### src/rtl/jpeg_pkg.sv
// jpeg_pkg: shared types and constants for the JPEG block scheduler.
package jpeg_pkg;
    localparam int BLK_W        = 11;
    localparam int WORD_W       = 11;
    localparam int TIMEOUT      = 64;
    localparam int ERR_TIMEOUT  = 0;
    localparam int ERR_SPURIOUS = 1;
    typedef enum logic [2:0] {IDLE, FETCH, ISSUE, WAIT, DONE} state_e;
endpackage

### src/rtl/jpeg_block_sched_if.sv
// jpeg_block_sched_if: block handshake and encoder feedback between the pipeline and the scheduler.
interface jpeg_block_sched_if;
    logic blk_valid;
    logic blk_ready;
    logic enable;
    logic vaild;
    logic wen;
    modport master (output blk_valid, vaild, wen, input blk_ready, enable);
    modport slave  (input blk_valid, vaild, wen, output blk_ready, enable);
endinterface

### src/rtl/sched_watchdog.sv
// sched_watchdog: clearable up-counter flagging the cycle whose increment lands on TIMEOUT-1.
module sched_watchdog #(
    parameter int TIMEOUT = 64
) (
    input  logic clk,
    input  logic srst_n,
    input  logic clr_i,
    input  logic en_i,
    output logic expired_o
);
    localparam int CW = $clog2(TIMEOUT);
    logic [CW-1:0] cnt_q, cnt_d;
    always_comb cnt_d = clr_i ? '0 : en_i ? cnt_q + CW'(1) : cnt_q;
    assign expired_o = en_i && !clr_i && cnt_d == CW'(TIMEOUT - 1);
    always_ff @(posedge clk or negedge srst_n)
        if (!srst_n) cnt_q <= '0;
        else cnt_q <= cnt_d;
endmodule

### src/rtl/jpeg_block_sched.sv
// jpeg_block_sched: admits one DCT block at a time into the quantizer/RLC pipeline,
// counting blocks and SRAM words per frame and flagging stalls and stray completions.
module jpeg_block_sched
    import jpeg_pkg::*;
#(
    parameter int BLK_W   = jpeg_pkg::BLK_W,
    parameter int WORD_W  = jpeg_pkg::WORD_W,
    parameter int TIMEOUT = jpeg_pkg::TIMEOUT
) (
    input  logic              clk,
    input  logic              srst_n,
    input  logic              start,
    input  logic [BLK_W-1:0]  num_blocks,
    input  logic              mode_cfg,
    jpeg_block_sched_if.slave bus,
    output logic              mode,
    output logic              busy,
    output logic              frame_done,
    output logic [BLK_W-1:0]  blk_idx,
    output logic [WORD_W-1:0] word_cnt,
    output logic [1:0]        err
);
    state_e state_q, state_d;
    logic [BLK_W-1:0] num_q, num_d, idx_q, idx_d;
    logic [WORD_W-1:0] word_q, word_d;
    logic [1:0] err_q, err_d, hit;
    logic mode_q, mode_d, take, in_wait, last, expired;

    sched_watchdog #(.TIMEOUT(TIMEOUT)) u_wd (
        .clk       (clk),
        .srst_n    (srst_n),
        .clr_i     (state_q == ISSUE),
        .en_i      (in_wait),
        .expired_o (expired)
    );

    always_comb begin
        state_d = state_q;
        case (state_q)
            IDLE:    if (start) state_d = FETCH;
            FETCH:   if (num_q == '0) state_d = DONE; else if (bus.blk_valid) state_d = ISSUE;
            ISSUE:   state_d = WAIT;
            WAIT:    if (bus.vaild) state_d = last ? DONE : FETCH; else if (expired) state_d = DONE;
            DONE:    state_d = IDLE;
            default: state_d = IDLE;
        endcase
    end

    always_comb begin
        take    = state_q == IDLE && start;
        in_wait = state_q == WAIT;
        last    = idx_q == num_q - BLK_W'(1);
        num_d   = take ? num_blocks : num_q;
        mode_d  = take ? mode_cfg : mode_q;
        idx_d   = take ? '0 : (in_wait && bus.vaild && !last) ? idx_q + BLK_W'(1) : idx_q;
        word_d  = take ? '0 : (busy && bus.wen && word_q != '1) ? word_q + WORD_W'(1) : word_q;
        hit     = '0;
        // a completion coinciding with expiry is a normal completion
        hit[ERR_TIMEOUT]  = in_wait && expired && !bus.vaild;
        hit[ERR_SPURIOUS] = bus.vaild && !in_wait;
        err_d   = take ? '0 : err_q | hit;
    end

    always_ff @(posedge clk or negedge srst_n)
        if (!srst_n) begin
            state_q <= IDLE;
            num_q   <= '0;
            mode_q  <= 1'b0;
            idx_q   <= '0;
            word_q  <= '0;
            err_q   <= '0;
        end else begin
            state_q <= state_d;
            num_q   <= num_d;
            mode_q  <= mode_d;
            idx_q   <= idx_d;
            word_q  <= word_d;
            err_q   <= err_d;
        end

    assign bus.enable    = state_q == ISSUE;
    assign bus.blk_ready = state_q == ISSUE;
    assign busy          = state_q != IDLE;
    assign frame_done    = state_q == DONE;
    assign mode          = mode_q;
    assign blk_idx       = idx_q;
    assign word_cnt      = word_q;
    assign err           = err_q;
endmodule

### src/flat_wrapper.sv
// flat-port wrapper written by rule: the top's interface ports become plain ports
module jpeg_block_sched_flat import jpeg_pkg::*;
#(
    parameter int BLK_W   = jpeg_pkg::BLK_W,
    parameter int WORD_W  = jpeg_pkg::WORD_W,
    parameter int TIMEOUT = jpeg_pkg::TIMEOUT
)
  (clk, srst_n, start, num_blocks, mode_cfg, mode, busy, frame_done, blk_idx, word_cnt, err, bus_blk_valid, bus_vaild, bus_wen, bus_blk_ready, bus_enable);
  jpeg_block_sched_if bus_i ();
  input  logic clk;
  input  logic srst_n;
  input  logic start;
  input  logic [BLK_W-1:0] num_blocks;
  input  logic mode_cfg;
  output logic mode;
  output logic busy;
  output logic frame_done;
  output logic [BLK_W-1:0] blk_idx;
  output logic [WORD_W-1:0] word_cnt;
  output logic [1:0] err;
  input wire logic [$bits(bus_i.blk_valid)-1:0] bus_blk_valid;
  input wire logic [$bits(bus_i.vaild)-1:0] bus_vaild;
  input wire logic [$bits(bus_i.wen)-1:0] bus_wen;
  output wire logic [$bits(bus_i.blk_ready)-1:0] bus_blk_ready;
  output wire logic [$bits(bus_i.enable)-1:0] bus_enable;
  assign bus_i.blk_valid = bus_blk_valid;
  assign bus_i.vaild = bus_vaild;
  assign bus_i.wen = bus_wen;
  assign bus_blk_ready = bus_i.blk_ready;
  assign bus_enable = bus_i.enable;
  jpeg_block_sched #(.BLK_W(BLK_W), .WORD_W(WORD_W), .TIMEOUT(TIMEOUT)) u_core (.clk(clk), .srst_n(srst_n), .start(start), .num_blocks(num_blocks), .mode_cfg(mode_cfg), .bus(bus_i), .mode(mode), .busy(busy), .frame_done(frame_done), .blk_idx(blk_idx), .word_cnt(word_cnt), .err(err));
endmodule
### config.mk
export PLATFORM = sky130hd
export DESIGN_NAME = jpeg_block_sched_flat
export DESIGN_NICKNAME = d
export VERILOG_FILES = /design/src/rtl/jpeg_pkg.sv /design/src/rtl/jpeg_block_sched_if.sv /design/src/rtl/sched_watchdog.sv /design/src/rtl/jpeg_block_sched.sv /design/src/flat_wrapper.sv
export SDC_FILE = /design/constraint.sdc
export NUM_CORES = 1
export LEC_CHECK = 0
export ABC_AREA = 1
export CAP_MARGIN = 0
export CORE_UTILIZATION = 47
export CTS_CLUSTER_DIAMETER = 120
export DETAILED_ROUTE_END_ITERATION = 7
export PLACE_DENSITY = 0.82
export SLEW_MARGIN = 20
export SYNTH_ARGS = -nofsm -noshare
export SYNTH_HDL_FRONTEND = slang
export SYNTH_SLANG_ARGS = --single-unit
### constraint.sdc
create_clock -name clk -period 4.2 [get_ports clk]
set_input_delay 0.84 -clock clk [delete_from_list [all_inputs] [get_ports clk]]
set_output_delay 0.84 -clock clk [all_outputs]
set_load 0.1 [all_outputs]
* Word-level counts from Yosys, hierarchy flattened
Cells that the tools add are included.
W data, S select, Z words.
** Storage, ports and cells
- Register bits :: 45
- Output and inout port bits :: 29
- Word-level logic and storage cells :: 56
** Operators by class
- $add $sub $neg :: 4
- Eq/ne operators :: 10
- Mux-type cells :: 14
- Bitwise logic cells :: 1
- Reductions and logical operators :: 20
** Operators by type and width (number)
- $mux W11 :: 4
- $add A11 B1 Y11 const B :: 2
- $mux W3 :: 6
- $mux W6 :: 2
- $pmux W3 S4 :: 1
- $eq A11 B11 Y1 :: 1
- $logic_not A11 Y1 :: 1
- $ne A11 B11 Y1 const B :: 1
- $sub A11 B1 Y11 const B :: 1
- $logic_and A1 B1 Y1 :: 10
- $add A6 B1 Y6 const B :: 1
- $eq A3 B2 Y1 const B :: 2
- $eq A6 B6 Y1 const B :: 1
- $ne A3 B2 Y1 const B :: 2
- $logic_not A1 Y1 :: 4
- $reduce_bool A2 Y1 :: 2
- $eq A3 B1 Y1 const B :: 1
- $eq A3 B3 Y1 const B :: 1
- $logic_not A3 Y1 :: 1
- $reduce_and A3 Y1 :: 1
- $reduce_bool A3 Y1 :: 1
- $mux W2 :: 1
- $ne A2 B2 Y1 const B :: 1
- $or A2 B2 Y2 :: 1

* Logic depth before layout (Yosys ltp)
Gate-level depths: netlist of run 1.
- Depth in word-level cells :: 9
- Mapped depth :: 15

* By module
Synthesis of run 1 repeated with hierarchy kept, for this count alone.
** Unflattened totals
- Cells, all modules :: 375
- Area total of the unflattened synthesis :: 2770.2 sq um
** Modules (own cells, without submodules)
- jpeg_block_sched :: times used 1, cells an instance 331, area each 2422.3 sq um, sequential area each 975.9 sq um
- sched_watchdog :: times used 1, cells an instance 44, area each 347.8 sq um, sequential area each 150.1 sq um

* Worst setup path before layout of run 1
OpenSTA, ideal clock, no wires.
- Path kind :: register to output
- From :: reg u_core.state_q[0]
- To :: out frame_done
- Arrival :: 2559 ps
- Required time :: 3360 ps
- Slack :: 801 ps
- Cell stages (with the launch flop) :: 3
- Path buffers :: 1
- Cells stage by stage :: dfrtp_1 > buf_4 > nor3_1
** On the way
- Word-level cells in the longest chain between the ends :: 1
** RTL lines
- start, declared :: RTL line jpeg_block_sched.sv:23 : state_e state_q, state_d;
- start signal, assigned :: RTL line jpeg_block_sched.sv:73 : state_q <= state_d;
- $eq A3 B3 Y1 :: RTL line jpeg_block_sched.sv:84 : assign frame_done = state_q == DONE;
- end, declared :: RTL line flat_wrapper.sv:17 : output logic frame_done;
Every way passes these cells.

* Worst setup path after layout of run 1
- From :: reg u_core.state_q[1]
- To :: out bus_blk_ready
** On the way
- Word-level cells in the longest chain between the ends :: 1
** RTL lines
- $eq A3 B2 Y1 :: RTL line jpeg_block_sched.sv:82 : assign bus.blk_ready = state_q == ISSUE;
- end, declared :: RTL line flat_wrapper.sv:24 : output wire logic [$bits(bus_i.blk_ready)-1:0] bus_blk_ready;
Every way passes these cells.

==> results of run 1 <==
==> routing by layer <==
layer	vias to the layer above	wire (µm)	GRT usage (%)
met1	1247	2940	29.2
met4	0	95	7.64
met2	72	3180	39.4
met3	9	313	3.77
li1	1308	-	-
met5	-	0	0
==> stage by stage <==
stage | hold slack [ps] | util, % | cells | worst slack (ps) | total power [µW]
finish | 489 | 61.1 | 505 | 960 | 2730
global route | 519 | 61.1 | 505 | 878 | 2920
CTS | 488 | 61.1 | 505 | 968 | 2730
detailed placement | 466 | 59.1 | 497 | 1310 | 2390
global placement | 461 | 59.1 | 497 | 1380 | 2350
floorplan | 468 | - | 387 | 801 | 2040
==> critical path: stages, from the launching register on <==
cell,delay [ps]
sky130_fd_sc_hd__dfrtp_1,440
sky130_fd_sc_hd__inv_1,70
sky130_fd_sc_hd__nor2_1,140
sky130_fd_sc_hd__inv_1,90
sky130_fd_sc_hd__nor2_2,180
sky130_fd_sc_hd__clkdlybuf4s50_1,1180
==> cells by family (layout without fill, tap and decap cells) <==
group / count (synthesis) / after routing / synth area share [%]
AOI/OAI and AO/OA: 40 / 40 / 8.05
xor gates and xnor gates: 18 / 18 / 5.58
adders and majority gates: 4 / 4 / 1.77
buffers and inverters: 60 / 106 / 8.36
and+or+nand+nor: 220 / 220 / 36.4
DFF: 45 / 45 / 39.8
==> sequential cells by signal, summed over array words and instances, names as in the netlist <==
signal	count
u_core.state_q	3
u_core.num_q	11
u_core.word_cnt	11
u_core.u_wd.cnt_q	6
u_core.blk_idx	11
u_core.err	2
u_core.mode	1
==> final timing paths <==
path,endpoint,depth (start not counted),from
max reg2reg,u_core.blk_idx[10]$_DFFE_PN0P_,7,u_core.state_q[0]$_DFFE_PN0P_
min in group asynchronous,u_core.word_cnt[3]$_DFFE_PN0P_,1,srst_n
max,bus_blk_ready,5,u_core.state_q[1]$_DFFE_PN0P_
min,u_core.mode$_DFFE_PN0P_,2,u_core.mode$_DFFE_PN0P_
min reg2reg,u_core.mode$_DFFE_PN0P_,2,u_core.mode$_DFFE_PN0P_
max in group asynchronous,u_core.num_q[3]$_DFFE_PN0P_,1,srst_n
==> layout make-up <==
cell class / count / area (µm²)
clock buffer: 6 / 72.6
fill: 504 / 2190
multi-input combinational: 282 / 1470
clock inverter: 2 / 38.8
sequential: 45 / 1130
inverter: 51 / 191
tap: 72 / 90.1
timing repair buffer: 47 / 465
==> power by group through the flow <==
stage | sequential (µW) | combinational [µW] | clock (µW)
after CTS | 762 | 1630 | 338
after floorplan | 1170 | 871 | 0
after detailed placement | 768 | 1620 | 0
after global routing | 793 | 1770 | 359
after global placement | 764 | 1580 | 0
final | 763 | 1630 | 334
==> cell usage in the layout, fill, tap and decap left out, types with 2 or more instances in the layout <==
master / n
sky130_fd_sc_hd__nor2_4: 2
sky130_fd_sc_hd__buf_4: 2
sky130_fd_sc_hd__o21ai_1: 3
sky130_fd_sc_hd__ha_1: 4
sky130_fd_sc_hd__xor2_1: 11
sky130_fd_sc_hd__nand2_1: 112
sky130_fd_sc_hd__nand2_2: 5
sky130_fd_sc_hd__nor3_2: 2
sky130_fd_sc_hd__o21a_1: 2
sky130_fd_sc_hd__inv_2: 2
sky130_fd_sc_hd__o21ai_0: 18
sky130_fd_sc_hd__o21ai_2: 4
sky130_fd_sc_hd__nand3_1: 29
sky130_fd_sc_hd__nor2_2: 14
sky130_fd_sc_hd__a21oi_1: 10
sky130_fd_sc_hd__nand3_2: 2
sky130_fd_sc_hd__clkbuf_8: 5
sky130_fd_sc_hd__nand4_1: 7
sky130_fd_sc_hd__nor3_1: 7
sky130_fd_sc_hd__inv_1: 48
sky130_fd_sc_hd__dfrtp_1: 45
sky130_fd_sc_hd__nand3b_1: 3
sky130_fd_sc_hd__nand2_8: 2
sky130_fd_sc_hd__clkdlybuf4s50_1: 45
sky130_fd_sc_hd__nor2_1: 33
sky130_fd_sc_hd__xnor2_1: 7
==> results.json, run 1 <==
{
  "post_synth.cell_area_avg_um2": 7.31,
  "ys.flop_type": "sky130_fd_sc_hd__dfrtp_1",
  "final_nets": 454,
  "min-delay-path-class": "reg -> reg",
  "crit_path_start_kind": "flip-flop",
  "cell_internal_pwr_uw": 1200,
  "global_route.usage.total_pct": 23.0,
  "rrSetupSlack_ps": 2010,
  "post_route_setup_tns_ps": 0,
  "grt.overflow.total": 0,
  "hpwlAfterDp_um": 4800,
  "final.setup_skew_ps": 4.97,
  "die_area_um2": 6330,
  "synthesis.nets": 409,
  "power.clock.fraction_pct": 12.2,
  "syn_to_final_growth_pct": 22.0,
  "routed_wl_um": 6520,
  "fp.dieH_um": 79.6,
  "route.antenna.remaining_nets": 0,
  "via_per_inst": 5.22,
  "critical_path.max_fanout": 5,
  "drt_pre_antenna_iters": 4,
  "place.gp.congestion": 0.862,
  "fmax_ghz": 0.309,
  "criticalPathCategory": "reg -> out",
  "timing.final.setup_violations": 0,
  "area_share_of_the_leading_cell_type_in_the_synthesized_netlist_pct": 39.8,
  "tritoncts.num_buffers": 5,
  "syn_area_um2": 2830,
  "async_flop_share_pct": 100,
  "synth-edff-count": 0,
  "worstPathRequired_ps": 3360,
  "synth_top_cells_by_area": "sky130_fd_sc_hd__dfrtp_1 40%, sky130_fd_sc_hd__nand2_1 15%, sky130_fd_sc_hd__inv_1 6.4%",
  "cts_num_sinks": 45,
  "core_region_area_um2": 5640,
  "post_cts.resized_instances": 0,
  "post-route-cell-area_um2": 3450,
  "cp_data_arrival_time_ps": 2400,
  "switching_power_uw": 1530,
  "ys_seq_elements": 45,
  "max-cap-violations": 0,
  "postSynthCellCount": 387,
  "floorplan.initialDensity_pct": 50.1,
  "postCtsSetupRepairBufs": 0,
  "synth-warning-count": 0,
  "post_drt_wl_per_cell_um": 12.9,
  "finalHoldViolCount": 0,
  "max_slew_margin_pct": 34.8,
  "combPwrFrac_pct": 59.8,
  "htree_levels": 2,
  "transition_at_the_pin_with_the_smallest_max_transition_slack_ps": 975,
  "status": "completed",
  "grt_antenna_before_repair": 0,
  "buffer_levels_on_the_longest_clock_path": 2,
  "ctsHoldBuffers": 0,
  "antennaDiodeCount": 0,
  "placement_rows": 27,
  "grt_first_pass_wirelength_um": 11400,
  "final_cycle_share_pct": 77.1,
  "netlist-cell-type-count": 32,
  "yosys.cell_count.top_type": "sky130_fd_sc_hd__nand2_1",
  "rsz0062_at_grt": "false",
  "tritoncts": "yes",
  "clk_transition_reported_paths_ps": 90,
  "drt_first_iter_violations": 125,
  "powerDensity_nw_per_um2": 791,
  "worst_skew_pair.late_latency_ps": 300,
  "synth_commonest_cells": "112 x sky130_fd_sc_hd__nand2_1, 48 x sky130_fd_sc_hd__inv_1, 45 x sky130_fd_sc_hd__dfrtp_1",
  "chipWidth_um": 79.6,
  "seqPwrFrac_pct": 28.0,
  "portBuffers": 46,
  "drive_gt1_share_pct": 10.2,
  "yosysSeqAreaShare_pct": 39.8,
  "power.static_leakage_uw": 0.00162,
  "vdd_drop_max_v": 0.000524,
  "cts_root_buf": "sky130_fd_sc_hd__clkbuf_8",
  "vias": 2636,
  "detailed_place.area_um2": 3340,
  "synth_top_cell_by_area": "sky130_fd_sc_hd__dfrtp_1",
  "grt_start_max_net_pins": 46,
  "grt_pass1_vias": 2518,
  "fin_crit_ps": 3240,
  "worst_setup_end_kind": "output pin",
  "fin_max_slew_vios": 0,
  "ios": 47,
  "detail_route.drc_violations": 0,
  "power.switching_fraction_pct": 56.0
}
Power figures use the tool's default switching activity.
==> run 2, diff against run 1 <==
Settings changed: PLACE_DENSITY 0.82 to 0.85.
Clock period 4.2 ns to 2.7 ns, I/O delays scaled along.
==> results.json, run 2 (synthesized netlist as in run 1, its figures left out) <==
{
  "status": "completed",
  "drt_first_iter_violations": 130,
  "ctsHoldBuffers": 0,
  "fin_max_slew_vios": 0,
  "via_per_inst": 5.18,
  "postCtsSetupRepairBufs": 0,
  "transition_at_the_pin_with_the_smallest_max_transition_slack_ps": 480,
  "setup_slack_ps": 592,
  "filler_cell_count": 500,
  "ios": 47,
  "post_route_setup_tns_ps": 0,
  "mostFrequentLayoutCells": "112 x sky130_fd_sc_hd__nand2_1, 48 x sky130_fd_sc_hd__inv_1, 45 x sky130_fd_sc_hd__dfrtp_1",
  "criticalPathCategory": "reg -> out",
  "vias": 2628,
  "crit_path_max_incr_delay_ps": 450,
  "rrSetupSlack_ps": 680,
  "hpwlAfterDp_um": 4960,
  "drive_gt1_share_pct": 17.7,
  "max-cap-violations": 0,
  "finalHoldViolCount": 0,
  "family_with_the_most_delay_on_the_worst_path": "buffers and inverters",
  "cp_data_arrival_time_ps": 1570,
  "rr_endpoint": "u_core.blk_idx[9]$_DFFE_PN0P_",
  "detail_route.drc_violations": 0,
  "fmax_ghz": 0.474,
  "worstPathRequired_ps": 2160,
  "detailed_place.area_um2": 3280,
  "worst-path-buf-inv": 3,
  "die_area_um2": 6330,
  "chipWidth_um": 79.6,
  "timing.critical_path.mode_cell": "sky130_fd_sc_hd__inv_1",
  "worst_setup_end_kind": "output pin",
  "grt_pass1_vias": 2460,
  "rsz0062_at_grt": "false",
  "route.antenna.remaining_nets": 0,
  "buffer_levels_on_the_longest_clock_path": 2,
  "cts_num_sinks": 45,
  "grt_antenna_before_repair": 0,
  "tritoncts": "yes",
  "cts_root_buf": "sky130_fd_sc_hd__clkbuf_8",
  "fp.dieH_um": 79.6,
  "crit_path_start_kind": "flip-flop",
  "placement_rows": 27,
  "tritoncts.num_buffers": 5,
  "syn_to_final_growth_pct": 19.6,
  "final_cycle_share_pct": 78.1,
  "place_worst_setup_slack_ps": 694,
  "r2r-start": "u_core.num_q[0]$_DFFE_PN0P_",
  "post-route-cell-area_um2": 3380,
  "grt.overflow.total": 0,
  "portBuffers": 46,
  "post_cts.resized_instances": 0,
  "clk_transition_reported_paths_ps": 100,
  "worstRegToRegCells": 13,
  "global_route.usage.total_pct": 21.6,
  "final.setup_skew_ps": 15.1,
  "place.gp.congestion": 0.863,
  "final_common_cell": "sky130_fd_sc_hd__nand2_1",
  "final_nets": 456,
  "grt_first_pass_wirelength_um": 10800,
  "fin_crit_ps": 2110,
  "min-delay-path-class": "in -> async",
  "power.static_leakage_uw": 0.00168,
  "grt_start_max_net_pins": 26,
  "routed_wl_um": 6460,
  "cp_slowest_cell": "sky130_fd_sc_hd__dfrtp_1",
  "vdd_drop_max_v": 0.000894,
  "powerDensity_nw_per_um2": 1220,
  "timing.final.setup_violations": 0,
  "worst_skew_pair.late_latency_ps": 310,
  "drt_pre_antenna_iters": 4,
  "antennaDiodeCount": 0,
  "max_slew_margin_pct": 68.0,
  "post_drt_wl_per_cell_um": 12.7,
  "critical_path.max_fanout": 5,
  "crit_chain": "inv_1 -> nor2_1 -> inv_1 -> nor2_2 -> buf_4",
  "floorplan.initialDensity_pct": 50.1,
  "core_region_area_um2": 5640,
  "htree_levels": 2
}
## run 2: worst register-to-register path: cells and delay by family (launching register included)
family | cells | cell delay (ps)
fa+ha+maj | 1 | 300
flops | 1 | 390
simple gates | 11 | 1090
buf+inv | 1 | 140
## run 2: worst max path at each step
stage / from / end / cells past startpoint
final: u_core.state_q[1]$_DFFE_PN0P_ / bus_blk_ready / 5
after global placement: bus_vaild / u_core.blk_idx[0]$_DFFE_PN0P_ / 6
after global routing: u_core.state_q[1]$_DFFE_PN0P_ / bus_enable / 5
after CTS: u_core.state_q[1]$_DFFE_PN0P_ / bus_blk_ready / 5
after detailed placement: u_core.num_q[0]$_DFFE_PN0P_ / u_core.blk_idx[9]$_DFFE_PN0P_ / 13
after floorplan: u_core.state_q[2]$_DFFE_PN0P_ / bus_enable / 4
## run 2: report_power, final
group	internal, µW	total (µW)	switching [µW]
Clock	211	456	245
Sequential	884	1210	330
Combinational	670	2470	1800
## run 2: per-layer routing
metal / vias to the layer above / track usage [%] / share of wire, %
li1: 1318 / - / -
met1: 1234 / 28.5 / 46
met2: 71 / 37.1 / 49
met3: 5 / 2.97 / 4.1
met4: 0 / 5.27 / 0.91
met5: - / 0 / 0
## run 2: stage by stage
step	hold WS, ps	total power, µW	std cells	utilization, %
floorplan	244	3170	387	-
global placement	470	3640	499	58.2
detailed placement	484	3690	499	58.2
CTS	187	4160	507	59.9
global route	207	4420	507	59.9
finish	176	4140	507	59.9
## run 2: final cells by class
class | instances | area [µm²] | area share (%)
clock buffer | 6 | 82.6 | 2.44
tap | 72 | 90.1 | 2.66
sequential | 45 | 1130 | 33.3
timing repair buffer | 49 | 405 | 12.0
clock inverter | 2 | 16.3 | 0.481
multi-input combinational | 282 | 1470 | 43.5
inverter | 51 | 191 | 5.66
==> run 3, diff against run 2 <==
Settings changed: PLACE_DENSITY 0.85 to 0.82.
Clock period 2.7 ns to 2.1 ns, I/O delays scaled along.
==> results.json, run 3 (synthesized netlist as in run 1, its figures left out) <==
{
  "place_worst_setup_slack_ps": 120,
  "post-route-cell-area_um2": 3480,
  "floorplan.initialDensity_pct": 50.1,
  "grt_pass1_vias": 2479,
  "final_common_cell": "sky130_fd_sc_hd__nand2_1",
  "criticalPathCategory": "reg -> reg",
  "syn_to_final_growth_pct": 23.1,
  "fp.dieH_um": 79.6,
  "final.setup_skew_ps": 7.90,
  "max_slew_margin_pct": 68.6,
  "grt_start_max_net_pins": 28,
  "via_per_inst": 5.15,
  "grt.overflow.total": 0,
  "crit_path_start_kind": "flip-flop",
  "postCtsSetupRepairBufs": 0,
  "critical_path.max_fanout": 10,
  "timing.critical_path.mode_cell": "sky130_fd_sc_hd__nand2_1",
  "crit_path_start": "u_core.num_q[2]$_DFFE_PN0P_",
  "status": "completed",
  "rsz0062_at_grt": "false",
  "chipWidth_um": 79.6,
  "final_nets": 458,
  "family_with_the_most_delay_on_the_worst_path": "simple AND/OR/NAND/NOR gates",
  "buffer_levels_on_the_longest_clock_path": 2,
  "fin_max_slew_vios": 0,
  "r2r-start": "u_core.num_q[2]$_DFFE_PN0P_",
  "placement_rows": 27,
  "setup_slack_ps": 219,
  "cp_slowest_cell": "sky130_fd_sc_hd__dfrtp_1",
  "drive_gt1_share_pct": 21.1,
  "drt_pre_antenna_iters": 4,
  "powerDensity_nw_per_um2": 1560,
  "filler_cell_count": 485,
  "crit_path_max_incr_delay_ps": 440,
  "clk_transition_reported_paths_ps": 90,
  "vias": 2620,
  "hpwlAfterDp_um": 5040,
  "portBuffers": 46,
  "power.static_leakage_uw": 0.00169,
  "htree_levels": 2,
  "fmax_ghz": 0.532,
  "drt_first_iter_violations": 130,
  "grt_first_pass_wirelength_um": 10900,
  "place.gp.congestion": 0.873,
  "transition_at_the_pin_with_the_smallest_max_transition_slack_ps": 471,
  "routed_wl_um": 6440,
  "worst_skew_pair.late_latency_ps": 310,
  "tritoncts": "yes",
  "fin_crit_ps": 1880,
  "ios": 47,
  "crit_chain": "nor2_2 -> nand2_2 -> nor2_2 -> nand2_1 -> a21oi_2 -> nand2_1 -> nor2_2 -> nand2_4 -> nand2_8 -> nand2_8 -> nand2_1 -> nand2_1",
  "finalHoldViolCount": 0,
  "cts_num_sinks": 45,
  "post_drt_wl_per_cell_um": 12.6,
  "global_route.usage.total_pct": 22.2,
  "vdd_drop_max_v": 0.00103,
  "route.antenna.remaining_nets": 0,
  "timing.final.setup_violations": 0,
  "worst-path-buf-inv": 0,
  "worstPathRequired_ps": 2300,
  "max-cap-violations": 0,
  "cts_root_buf": "sky130_fd_sc_hd__clkbuf_8",
  "tritoncts.num_buffers": 5,
  "cp_data_arrival_time_ps": 2080,
  "core_region_area_um2": 5640,
  "detailed_place.area_um2": 3380,
  "mostFrequentLayoutCells": "112 x sky130_fd_sc_hd__nand2_1, 47 x sky130_fd_sc_hd__inv_1, 34 x sky130_fd_sc_hd__dfrtp_1",
  "worst_setup_end_kind": "flip-flop",
  "min-delay-path-class": "in -> async",
  "die_area_um2": 6330,
  "detail_route.drc_violations": 0,
  "utilization_pct": 61.7,
  "final_cycle_share_pct": 89.6,
  "antennaDiodeCount": 0,
  "grt_antenna_before_repair": 0
}
## run 3: repair_timing
action	4_1_cts	5_1_grt
endpoints found under the setup margin	0	13
hold buffers	0	0
resized for setup	0	4
## run 3: area by class of cell
| cell class | instances | area [µm²] | area share [%] |
|---|---|---|---|
| clock buffer | 6 | 72.6 | 2.08 |
| clock inverter | 2 | 13.8 | 0.395 |
| inverter | 51 | 191 | 5.50 |
| multi-input combinational | 282 | 1490 | 42.8 |
| sequential | 45 | 1140 | 32.7 |
| tap | 72 | 90.1 | 2.59 |
| timing repair buffer | 51 | 483 | 13.9 |
## run 3: final timing paths
| check | to | slack, ps | depth (start not counted) |
|---|---|---|---|
| worst max register to register | u_core.blk_idx[10]$_DFFE_PN0P_ | 220 | 12 |
| max in group asynchronous | u_core.word_cnt[0]$_DFFE_PN0P_ | 1550 | 2 |
| worst min-delay path | u_core.word_cnt[8]$_DFFE_PN0P_ | 50 | 1 |
| worst min register to register | u_core.word_cnt[2]$_DFFE_PN0P_ | 490 | 1 |
| min in group clk | u_core.word_cnt[2]$_DFFE_PN0P_ | 490 | 1 |
| worst max-delay path | u_core.blk_idx[10]$_DFFE_PN0P_ | 220 | 12 |
## run 3: per-stage QoR
| stage | instances | total power (µW) | hold slack, ps | setup TNS [ps] |
|---|---|---|---|---|
| 6_report | 509 | 5440 | 46.4 | 0 |
| 5_1_grt | 509 | 5820 | 71.9 | 0 |
| 4_1_cts | 509 | 5430 | 48.7 | 0 |
| 3_5_place_dp | 501 | 4860 | 392 | 0 |
| 3_3_place_gp | 501 | 4800 | 398 | 0 |
| 2_1_floorplan | 387 | 4100 | 124 | -24.7 |
## run 3: where the power goes
part           total [µW]  switching (µW)  internal [µW]
Combinational        3330            2350            976
Clock                 554             317            238
Sequential           1560             414           1150
## run 3: routing by layer
layer	wire length (µm)	global-route usage, %
met1	2970	28.5
met2	3140	37.3
met3	202	3.54
met4	124	8.55
met5	0	0
